===== src/rtl/uart_tx_fifo_pkg.sv =====
// Shared sigma UART definitions: frame format, FSM states and board baud divisor.
// Used by both the transmit and receive paths.
package uart_tx_fifo_pkg;

    localparam int UART_DATA_W = 8;
    localparam int FRAME_BITS  = 10;
    localparam int BIT_IDX_W   = $clog2(UART_DATA_W);
    localparam int BAUD_CNT_W  = 16;

    localparam int BOARD_CLK_HZ = 100_000_000;
    localparam int BOARD_BAUD   = 115_200;

    // Nearest-integer divisor so small baud errors round rather than truncate.
    function automatic int calc_baud_div(input int clk_hz, input int baud);
        return (clk_hz + baud / 2) / baud;
    endfunction

    localparam int DEFAULT_BAUD_DIV = calc_baud_div(BOARD_CLK_HZ, BOARD_BAUD);

    typedef enum logic [1:0] {
        ST_IDLE  = 2'd0,
        ST_START = 2'd1,
        ST_DATA  = 2'd2,
        ST_STOP  = 2'd3
    } uart_state_e;

endpackage


===== src/rtl/uart_tx_fifo_if.sv =====
// Producer-side byte handshake: a byte moves on a clock edge where tx_req_i && tx_ack_o.
// The producer drives the master modport, the UART transmitter takes the slave modport.
interface uart_tx_fifo_if;
    import uart_tx_fifo_pkg::*;

    logic                   tx_req_i;
    logic [UART_DATA_W-1:0] tx_data_i;
    logic                   tx_ack_o;

    modport master (
        output tx_req_i,
        output tx_data_i,
        input  tx_ack_o
    );

    modport slave (
        input  tx_req_i,
        input  tx_data_i,
        output tx_ack_o
    );

endinterface


===== src/rtl/uart_byte_fifo.sv =====
// Synchronous first-word-fall-through FIFO; push is ignored when full, pop when empty.
// Full blocks a push even when a pop happens in the same cycle.
module uart_byte_fifo #(
    parameter int DEPTH = 16,
    parameter int W     = 8
) (
    input  logic                   clk_i,
    input  logic                   arst_n_i,
    input  logic                   push_i,
    input  logic [W-1:0]           push_dat_i,
    input  logic                   pop_i,
    output logic [W-1:0]           pop_dat_o,
    output logic                   full_o,
    output logic                   empty_o,
    output logic [$clog2(DEPTH):0] cnt_o
);

    localparam int AW    = $clog2(DEPTH);
    localparam int CNT_W = AW + 1;

    logic [W-1:0]     mem_q [DEPTH];
    logic [AW-1:0]    wr_ptr_q, wr_ptr_d;
    logic [AW-1:0]    rd_ptr_q, rd_ptr_d;
    logic [CNT_W-1:0] cnt_q, cnt_d;
    logic             do_push, do_pop;

    assign full_o    = (cnt_q == CNT_W'(DEPTH));
    assign empty_o   = (cnt_q == '0);
    assign cnt_o     = cnt_q;
    assign pop_dat_o = mem_q[rd_ptr_q];

    assign do_push = push_i && !full_o;
    assign do_pop  = pop_i && !empty_o;

    // Depth is a power of two, so pointers wrap by natural overflow.
    always_comb begin
        wr_ptr_d = wr_ptr_q;
        rd_ptr_d = rd_ptr_q;
        cnt_d    = cnt_q;
        if (do_push) begin
            wr_ptr_d = wr_ptr_q + AW'(1);
        end
        if (do_pop) begin
            rd_ptr_d = rd_ptr_q + AW'(1);
        end
        case ({do_push, do_pop})
            2'b10:   cnt_d = cnt_q + CNT_W'(1);
            2'b01:   cnt_d = cnt_q - CNT_W'(1);
            default: cnt_d = cnt_q;
        endcase
    end

    always_ff @(posedge clk_i or negedge arst_n_i) begin
        if (!arst_n_i) begin
            wr_ptr_q <= '0;
            rd_ptr_q <= '0;
            cnt_q    <= '0;
        end else begin
            wr_ptr_q <= wr_ptr_d;
            rd_ptr_q <= rd_ptr_d;
            cnt_q    <= cnt_d;
        end
    end

    always_ff @(posedge clk_i) begin
        if (do_push) begin
            mem_q[wr_ptr_q] <= push_dat_i;
        end
    end

endmodule


===== src/rtl/uart_tx_fifo.sv =====
// Buffered 8N1 UART transmitter: byte FIFO feeding a START/DATA/STOP serialiser.
// Start bit appears one cycle after a byte lands in an idle, empty FIFO; tx_ack_o = !full.
module uart_tx_fifo
    import uart_tx_fifo_pkg::*;
#(
    parameter int  BAUD_DIV   = DEFAULT_BAUD_DIV,
    parameter int  FIFO_DEPTH = 16,
    localparam int CNT_W      = $clog2(FIFO_DEPTH) + 1
) (
    input  logic             clk_i,
    input  logic             arst_n_i,
    uart_tx_fifo_if.slave    prod,
    output logic             tx_o,
    output logic             busy_o,
    output logic [CNT_W-1:0] fifo_cnt_o
);

    localparam logic [BAUD_CNT_W-1:0] BAUD_RELOAD = BAUD_CNT_W'(BAUD_DIV - 1);

    uart_state_e            state_q, state_d;
    logic [BAUD_CNT_W-1:0]  baud_q, baud_d;
    logic [BIT_IDX_W-1:0]   bit_q, bit_d;
    logic [UART_DATA_W-1:0] shift_q, shift_d;
    logic                   tx_q, tx_d;

    logic                   fifo_pop;
    logic                   fifo_full;
    logic                   fifo_empty;
    logic [UART_DATA_W-1:0] fifo_dat;
    logic [CNT_W-1:0]       fifo_cnt;

    uart_byte_fifo #(
        .DEPTH (FIFO_DEPTH),
        .W     (UART_DATA_W)
    ) u_fifo (
        .clk_i      (clk_i),
        .arst_n_i   (arst_n_i),
        .push_i     (prod.tx_req_i),
        .push_dat_i (prod.tx_data_i),
        .pop_i      (fifo_pop),
        .pop_dat_o  (fifo_dat),
        .full_o     (fifo_full),
        .empty_o    (fifo_empty),
        .cnt_o      (fifo_cnt)
    );

    assign prod.tx_ack_o = !fifo_full;
    assign tx_o          = tx_q;
    assign fifo_cnt_o    = fifo_cnt;
    assign busy_o        = (state_q != ST_IDLE) || (fifo_cnt != '0);

    always_comb begin
        state_d  = state_q;
        baud_d   = baud_q;
        bit_d    = bit_q;
        shift_d  = shift_q;
        tx_d     = tx_q;
        fifo_pop = 1'b0;

        case (state_q)
            ST_IDLE: begin
                tx_d = 1'b1;
                if (!fifo_empty) begin
                    fifo_pop = 1'b1;
                    shift_d  = fifo_dat;
                    baud_d   = BAUD_RELOAD;
                    tx_d     = 1'b0;
                    state_d  = ST_START;
                end
            end

            ST_START: begin
                if (baud_q == '0) begin
                    baud_d  = BAUD_RELOAD;
                    bit_d   = '0;
                    tx_d    = shift_q[0];
                    state_d = ST_DATA;
                end else begin
                    baud_d = baud_q - BAUD_CNT_W'(1);
                end
            end

            ST_DATA: begin
                if (baud_q == '0) begin
                    baud_d = BAUD_RELOAD;
                    if (bit_q == BIT_IDX_W'(UART_DATA_W - 1)) begin
                        tx_d    = 1'b1;
                        state_d = ST_STOP;
                    end else begin
                        bit_d   = bit_q + BIT_IDX_W'(1);
                        shift_d = {1'b0, shift_q[UART_DATA_W-1:1]};
                        tx_d    = shift_q[1];
                    end
                end else begin
                    baud_d = baud_q - BAUD_CNT_W'(1);
                end
            end

            ST_STOP: begin
                // Chain straight into the next start bit when more data is queued.
                if (baud_q == '0) begin
                    if (!fifo_empty) begin
                        fifo_pop = 1'b1;
                        shift_d  = fifo_dat;
                        baud_d   = BAUD_RELOAD;
                        tx_d     = 1'b0;
                        state_d  = ST_START;
                    end else begin
                        tx_d    = 1'b1;
                        state_d = ST_IDLE;
                    end
                end else begin
                    baud_d = baud_q - BAUD_CNT_W'(1);
                end
            end

            default: begin
                tx_d    = 1'b1;
                state_d = ST_IDLE;
            end
        endcase
    end

    always_ff @(posedge clk_i or negedge arst_n_i) begin
        if (!arst_n_i) begin
            state_q <= ST_IDLE;
            baud_q  <= '0;
            bit_q   <= '0;
            shift_q <= '0;
            tx_q    <= 1'b1;
        end else begin
            state_q <= state_d;
            baud_q  <= baud_d;
            bit_q   <= bit_d;
            shift_q <= shift_d;
            tx_q    <= tx_d;
        end
    end

endmodule


===== src/flat_wrapper.sv =====
// flat-port wrapper written by rule: the top's interface ports become plain ports
module uart_tx_fifo_flat import uart_tx_fifo_pkg::*;
#(
    parameter int  BAUD_DIV   = DEFAULT_BAUD_DIV,
    parameter int  FIFO_DEPTH = 16,
    localparam int CNT_W      = $clog2(FIFO_DEPTH) + 1
)
  (clk_i, arst_n_i, tx_o, busy_o, fifo_cnt_o, prod_tx_req_i, prod_tx_data_i, prod_tx_ack_o);
  uart_tx_fifo_if prod_i ();
  input  logic clk_i;
  input  logic arst_n_i;
  output logic tx_o;
  output logic busy_o;
  output logic [CNT_W-1:0] fifo_cnt_o;
  input wire logic [$bits(prod_i.tx_req_i)-1:0] prod_tx_req_i;
  input wire logic [$bits(prod_i.tx_data_i)-1:0] prod_tx_data_i;
  output wire logic [$bits(prod_i.tx_ack_o)-1:0] prod_tx_ack_o;
  assign prod_i.tx_req_i = prod_tx_req_i;
  assign prod_i.tx_data_i = prod_tx_data_i;
  assign prod_tx_ack_o = prod_i.tx_ack_o;
  uart_tx_fifo #(.BAUD_DIV(BAUD_DIV), .FIFO_DEPTH(FIFO_DEPTH)) u_core (.clk_i(clk_i), .arst_n_i(arst_n_i), .prod(prod_i), .tx_o(tx_o), .busy_o(busy_o), .fifo_cnt_o(fifo_cnt_o));
endmodule

===== config.mk =====
export PLATFORM = sky130hd
export DESIGN_NAME = uart_tx_fifo_flat
export DESIGN_NICKNAME = d
export VERILOG_FILES = /design/src/rtl/uart_tx_fifo_pkg.sv /design/src/rtl/uart_tx_fifo_if.sv /design/src/rtl/uart_byte_fifo.sv /design/src/rtl/uart_tx_fifo.sv /design/src/flat_wrapper.sv
export SDC_FILE = /design/constraint.sdc
export NUM_CORES = 1
export LEC_CHECK = 0
export CAP_MARGIN = 20
export CORE_AREA = 2 2 126 128
export DETAILED_ROUTE_END_ITERATION = 12
export DIE_AREA = 0 0 128 130
export HOLD_SLACK_MARGIN = 0.12
export PLACE_DENSITY = 0.62
export SYNTH_ARGS = -nofsm -noshare
export SYNTH_HDL_FRONTEND = slang
export SYNTH_SLANG_ARGS = --single-unit

===== constraint.sdc =====
create_clock -name clk_i -period 9.74 [get_ports clk_i]
set_input_delay 0.974 -clock clk_i [delete_from_list [all_inputs] [get_ports clk_i]]
set_output_delay 0.974 -clock clk_i [all_outputs]
set_load 0.02 [all_outputs]

==> results.json, run 1 <==
{
  "areaGrowthSynthToFinish_pct": 12.73,
  "mostFrequentLayoutCell": "edfxtp_1",
  "rows": 46,
  "start_util": 0.4901,
  "syn_inst": 510,
  "crit_path_end_kind": "output pin",
  "max_slew_margin": 0.3815,
  "p_switching_mw": 0.9674,
  "grt_usage": 0.1943,
  "setup_viol": 0,
  "critPathMaxStageDelay_ns": 0.72,
  "grt_pass1_vias": 4190,
  "leakagePower_nw": 3.097,
  "hold_viol_final": 0,
  "io-pin-count": 19,
  "status": "finished clean",
  "synth-edff-count": 128,
  "layout_common_cells": "edfxtp_1 (128), dfrtp_1 (41), nor2_1 (36), mux2i_1 (32), nand2_1 (29)",
  "synth_ff_type": "edfxtp_1",
  "maxSlewViolCount": 0,
  "cp-start-kind": "register",
  "hold_ws_ns": 0.3629,
  "internal_power_mw": 1.743,
  "path_clk_slew_ns": 0.07,
  "grt_start_max_net_pins": 52,
  "crit_slowest_cell": "nor2b_1",
  "timing.fmax_mhz": 256.5,
  "drt_first_pass_iters": 6,
  "root_buffer": "clkbuf_16",
  "peakVddDrop_uv": 200.8,
  "synth_nets": 539,
  "ys_types": 60,
  "multi_input_area_um2": 2477,
  "dr.first_iter.drc_count": 334,
  "core_area_um2": 15420,
  "cpLargestDelayFamily": "simple AND/OR/NAND/NOR gates",
  "place.gp.congestion": 0.8708,
  "ys_seq_area_frac": 0.6509,
  "htree_levels": 4,
  "clockBufferDepth": 2,
  "final_design_area_no_fill_um2": 8522,
  "nNetsFinal": 558,
  "worstPathRequired_ns": 8.77,
  "cts_resized": 0,
  "fin_tns_setup_ns": 0,
  "drive_gt1_frac": 0.1605,
  "clockPowerShare": 0.247,
  "yosysTopAreaCell": "edfxtp_1",
  "drc": 0,
  "worst_ep_arrival_time_ns": 2.92,
  "dieArea_um2": 16640,
  "ys_ff_latch": 171,
  "utilization": 0.5525,
  "die_h_um": 130,
  "hold_class": "primary input to asynchronous set/reset pin",
  "async_flop_share": 0.2515,
  "hpwl_mm": 9.820,
  "grt_antenna_before_repair": 0,
  "critical_path_class": "register to output pin",
  "worst_slew_pin_slew_ns": 0.9278,
  "switching_share": 0.3570,
  "wire_per_inst_um": 20.63,
  "skew_ns": 0.008934,
  "ys_top_cells_by_area": "edfxtp_1 (51%), dfrtp_1 (14%), mux4_2 (4.8%)",
  "synth.avg_cell_area_um2": 14.82,
  "synth_top_cell_area_share": 0.5084,
  "dp.cells": 700,
  "period_minus_slack_ns": 3.899,
  "maxCapViolCount": 0,
  "seqCellArea_um2": 4922,
  "drt_wl_total_mm": 15.15,
  "cp_cell_sequence": "nor4_1 -> nor2b_1 -> nand2_1 -> clkdlybuf4s50_1",
  "grt_pass1_wl_mm": 23.76,
  "fin_cells": 734,
  "ctsHoldBuffers": 0,
  "antennaDiodeCount": 0,
  "cts_buffers": 17,
  "yosys_warnings": 0,
  "numClockSinks": 171,
  "cts_tree": "yes",
  "rsz0062_at_grt": "false",
  "post_cts_buffers": 0,
  "die_w_um": 128,
  "synth_area_um2": 7560,
  "powerDensity_nw_per_um2": 318.0,
  "via_count": 4311,
  "crit_path_max_fanout": 9,
  "dpl_cell_area_um2": 7905,
  "min_period_over_period": 0.4003,
  "clock_latency_ns": 0.42,
  "via_per_inst": 5.873,
  "critPathBufInv": 1,
  "io_buffers": 18,
  "ant_nets": 0,
  "overflow": 0,
  "pwr-share-seq": 0.377,
  "fillerInstances": 1219,
  "p_comb_frac": 0.375
}
==> cells in the mapped netlist, types with 8 or more instances <==
cell type / number
o211ai_1: 15
mux2i_1: 32
clkbuf_1: 15
nor2_1: 36
xnor2_1: 10
a21oi_1: 9
dfrtp_1: 42
inv_1: 12
nor3_1: 11
edfxtp_1: 128
a22oi_1: 16
buf_2: 9
mux2_2: 10
ha_1: 17
mux4_2: 16
nand2_1: 29
xor2_1: 8
nand3_1: 14
o21ai_0: 11
==> power by group through the flow <==
stage                     clock, mW  combinational, mW  sequential (mW)
after floorplan                   0              0.789             1.01
after global placement            0               1.00             1.03
after detailed placement          0               1.02             1.03
after CTS                     0.684               1.03             1.02
after global routing          0.713               1.12             1.04
final                         0.670               1.02             1.02
==> state kept, by name, indices dropped and copies added (netlist names) <==
name,flops
u_core.state_q,2
u_core.u_fifo.rd_ptr_q,4
u_core.u_fifo.wr_ptr_q,4
u_core.bit_q,3
u_core.baud_q,16
u_core.shift_q,8
u_core.u_fifo.cnt_o,5
u_core.tx_o,1
u_core.u_fifo.mem_q,128
==> area by class of cell <==
type / instances / area share
multi-input cells: 301 / 0.2907
clock buffers: 17 / 0.04992
inverters: 12 / 0.005286
repair buffers: 26 / 0.02907
clock inverters: 15 / 0.01923
well taps: 192 / 0.02819
flip-flops and latches: 171 / 0.5776
==> worst reg2reg max path: stages, from the launching register on <==
cell     delay (ns)
dfrtp_1        0.40
inv_1          0.12
ha_1           0.23
or4b_4         0.54
nor4_4         0.49
a21oi_2        0.15
nor3_4         0.23
ha_1           0.33
ha_1           0.31
a21o_1         0.17
a21oi_1        0.16
xor2_1         0.16
nor2_1         0.06
xor2_1         0.14
==> path summary, 6_finish.rpt <==
| path | end | from | cells after the start | slack, ns |
|---|---|---|---|---|
| min in group clk_i | u_core.bit_q[1]$_DFFE_PN0P_ | u_core.bit_q[1]$_DFFE_PN0P_ | 1 | 0.51 |
| max reg2reg | u_core.u_fifo.cnt_o[4]$_DFFE_PN0P_ | u_core.baud_q[0]$_DFF_PN0_ | 13 | 6.13 |
| max in group asynchronous | u_core.tx_o$_DFFE_PN1P_ | arst_n_i | 2 | 8.88 |
| min reg2reg | u_core.bit_q[1]$_DFFE_PN0P_ | u_core.bit_q[1]$_DFFE_PN0P_ | 1 | 0.51 |
| min | u_core.baud_q[13]$_DFF_PN0_ | arst_n_i | 1 | 0.36 |
| max | busy_o | u_core.u_fifo.cnt_o[0]$_DFFE_PN0P_ | 4 | 5.84 |
==> per-layer routing <==
layer,wire [um],vias to the layer above,track usage
li1,-,2014,-
met5,0,-,0
met4,104,0,0.04072
met1,6824,2220,0.2577
met2,7865,67,0.3309
met3,351,10,0.04715
==> cell families after synthesis <==
| logic type | synth area share |
|---|---|
| flops | 0.6509 |
| simple gates | 0.08706 |
| compound gates | 0.08210 |
| mux | 0.1069 |
| buf+inv | 0.02135 |
| xor+xnor | 0.02085 |
| fa+ha+maj | 0.03078 |
==> through the flow <==
| step | power, mW | setup slack, ns |
|---|---|---|
| floorplan | 1.798 | 6.526 |
| global placement | 2.030 | 6.222 |
| detailed placement | 2.056 | 6.142 |
| CTS | 2.733 | 5.789 |
| global route | 2.872 | 5.559 |
| finish | 2.710 | 5.841 |
No activity file was read; power rests on OpenSTA's default activity.
==> inputs of run 2 (changes only) <==
--- a/config.mk
+++ b/config.mk
@@ -10,7 +10,7 @@
 export DETAILED_ROUTE_END_ITERATION = 12
 export DIE_AREA = 0 0 128 130
 export HOLD_SLACK_MARGIN = 0.12
-export PLACE_DENSITY = 0.62
+export PLACE_DENSITY = 0.65
 export SYNTH_ARGS = -nofsm -noshare
 export SYNTH_HDL_FRONTEND = slang
 export SYNTH_SLANG_ARGS = --single-unit
==> constraint.sdc (replaced) <==
create_clock -name clk_i -period 3.5 [get_ports clk_i]
set_input_delay 0.35 -clock clk_i [delete_from_list [all_inputs] [get_ports clk_i]]
set_output_delay 0.35 -clock clk_i [all_outputs]
set_load 0.02 [all_outputs]
==> run 2 against run 1 <==
  * Routed wire length grew 0.83%
  * Via count is 0.74% higher
  * Critical path depth is 9 higher
  * Non-clock buffer count rose by 10
  * Critical endpoint is now u_core.u_fifo.cnt_o[4]$_DFFE_PN0P_
  * Largest power group is now combinational cells
  * Power rose to 2.8 times the previous value
  * Sequential share of layout area down 0.53 points
==> results.json, run 2 (same netlist as run 1, synthesis figures left out) <==
{
  "status": "finished clean",
  "grt_pass1_wl_mm": 24.10,
  "areaGrowthSynthToFinish_pct": 13.77,
  "place.gp.congestion": 0.8193,
  "core_area_um2": 15420,
  "grt_pass1_vias": 4358,
  "drc": 0,
  "timing.fmax_mhz": 304.9,
  "via_count": 4343,
  "grt_antenna_before_repair": 0,
  "worstPathRequired_ns": 3.81,
  "clock_latency_ns": 0.42,
  "r2r_start": "u_core.baud_q[0]$_DFF_PN0_",
  "hold_viol_final": 0,
  "crit_path_end_kind": "register",
  "cts_buffers": 17,
  "critical_path_class": "register to register",
  "drt_wl_total_mm": 15.27,
  "maxSlewViolCount": 0,
  "nNetsFinal": 568,
  "path_clk_slew_ns": 0.07,
  "maxCapViolCount": 0,
  "io-pin-count": 19,
  "hold_class": "primary input to asynchronous set/reset pin",
  "cts_tree": "yes",
  "r2r_end": "u_core.u_fifo.cnt_o[4]$_DFFE_PN0P_",
  "layout_common_cells": "edfxtp_1 (128), dfrtp_1 (41), nor2_1 (36), mux2i_1 (32), nand2_1 (29)",
  "hpwl_mm": 9.983,
  "crit_path_max_fanout": 5,
  "worst_slew_pin_slew_ns": 0.8447,
  "multi_input_area_um2": 2490,
  "start_util": 0.4901,
  "powerDensity_nw_per_um2": 880.5,
  "min_period_over_period": 0.9370,
  "skew_ns": 0.01432,
  "detailedPlace.worstSlack_ns": 0.08282,
  "mostFrequentLayoutCell": "edfxtp_1",
  "dp.cells": 708,
  "rsz0062_at_grt": "false",
  "htree_levels": 4,
  "peakVddDrop_uv": 433.9,
  "drive_gt1_frac": 0.1775,
  "wire_per_inst_um": 20.53,
  "rrSetupSlack_ns": 0.22,
  "max_slew_margin": 0.4348,
  "via_per_inst": 5.837,
  "grt_usage": 0.1964,
  "fin_tns_setup_ns": 0,
  "fillerInstances": 1237,
  "dr.first_iter.drc_count": 339,
  "ant_nets": 0,
  "clockBufferDepth": 2,
  "dieArea_um2": 16640,
  "reg.largest.list": "u_core.u_fifo.mem_q: 128 flops, u_core.baud_q: 16 flops, u_core.shift_q: 8 flops",
  "antennaDiodeCount": 0,
  "overflow": 0,
  "reg2reg_depth": 13,
  "die_w_um": 128,
  "die_h_um": 130,
  "largest-register": "u_core.u_fifo.mem_q",
  "drt_first_pass_iters": 5,
  "root_buffer": "clkbuf_16",
  "fin_cells": 744,
  "fin_total_pwr_mw": 7.573,
  "leakagePower_nw": 3.133,
  "worst_ep_arrival_time_ns": 3.59,
  "worst_slack_ns": 0.2205,
  "grt_start_max_net_pins": 44,
  "rows": 46,
  "period_minus_slack_ns": 3.280,
  "io_buffers": 18,
  "cp-start-kind": "register",
  "seqCellArea_um2": 4922,
  "hold_ws_ns": 0.3847,
  "largest_register_ff_count": 128,
  "setup_viol": 0,
  "numClockSinks": 171
}
[run 2: metal layers]
metal / vias to the layer above / wire length [um] / GRT usage
met1: 2191 / 6612 / 0.2538
met4: 0 / 219 / 0.05882
li1: 2025 / - / -
met3: 17 / 600 / 0.04223
met5: - / 0 / 0
met2: 110 / 7839 / 0.3375
[run 2: what timing repair did]
item | in CTS | in global routing
hold endpoints to repair | 0 | 16
resized for setup | 0 | 2
setup buffers | 0 | 2
setup endpoints to repair | 0 | 2
hold buffers | 0 | 1
[run 2: worst max path at each step]
stage | cells past startpoint | slack [ns] | start | endpoint
2_1_floorplan | 13 | 0.29 | u_core.baud_q[0]$_DFF_PN0_ | u_core.u_fifo.cnt_o[4]$_DFFE_PN0P_
3_3_place_gp | 13 | 0.19 | u_core.baud_q[0]$_DFF_PN0_ | u_core.u_fifo.cnt_o[4]$_DFFE_PN0P_
5_1_grt | 13 | 0.02 | u_core.baud_q[0]$_DFF_PN0_ | u_core.u_fifo.cnt_o[4]$_DFFE_PN0P_
6_report | 13 | 0.22 | u_core.baud_q[0]$_DFF_PN0_ | u_core.u_fifo.cnt_o[4]$_DFFE_PN0P_
4_1_cts | 13 | 0.05 | u_core.baud_q[0]$_DFF_PN0_ | u_core.u_fifo.cnt_o[4]$_DFFE_PN0P_
3_5_place_dp | 13 | 0.08 | u_core.baud_q[0]$_DFF_PN0_ | u_core.u_fifo.cnt_o[4]$_DFFE_PN0P_
[run 2: cell type report]
| type | instances | share of cell area |
|---|---|---|
| Clock buffer | 18 | 0.04990 |
| Tap cell | 192 | 0.02793 |
| Inverter | 12 | 0.005237 |
| Clock inverter | 14 | 0.01586 |
| Multi-Input combinational cell | 301 | 0.2895 |
| Sequential cell | 171 | 0.5723 |
| Timing Repair Buffer | 36 | 0.03928 |
[run 2: metrics by stage]
step / utilization / instance area (um^2)
3_3_place_gp: 0.5172 / 7978
4_1_cts: 0.5539 / 8543
2_1_floorplan: - / 7560
6_report: 0.5576 / 8601
5_1_grt: 0.5576 / 8601
3_5_place_dp: 0.5172 / 7978
[run 2: worst max-delay path, stage by stage (launching register included)]
cell	delay (ns)
dfrtp_1	0.41
inv_1	0.10
ha_1	0.22
or4b_4	0.55
nor4_4	0.31
a21oi_2	0.13
nor3_4	0.27
ha_4	0.20
ha_1	0.26
a21o_1	0.17
a21oi_1	0.18
xor2_1	0.17
nor2_1	0.07
xor2_1	0.13
[run 2: report_power, final]
group	total [mW]	switching, mW	internal (mW)
Clock	1.80	0.805	0.997
Combinational	2.89	1.60	1.29
Sequential	2.88	0.315	2.57
Total	7.57	2.72	4.86
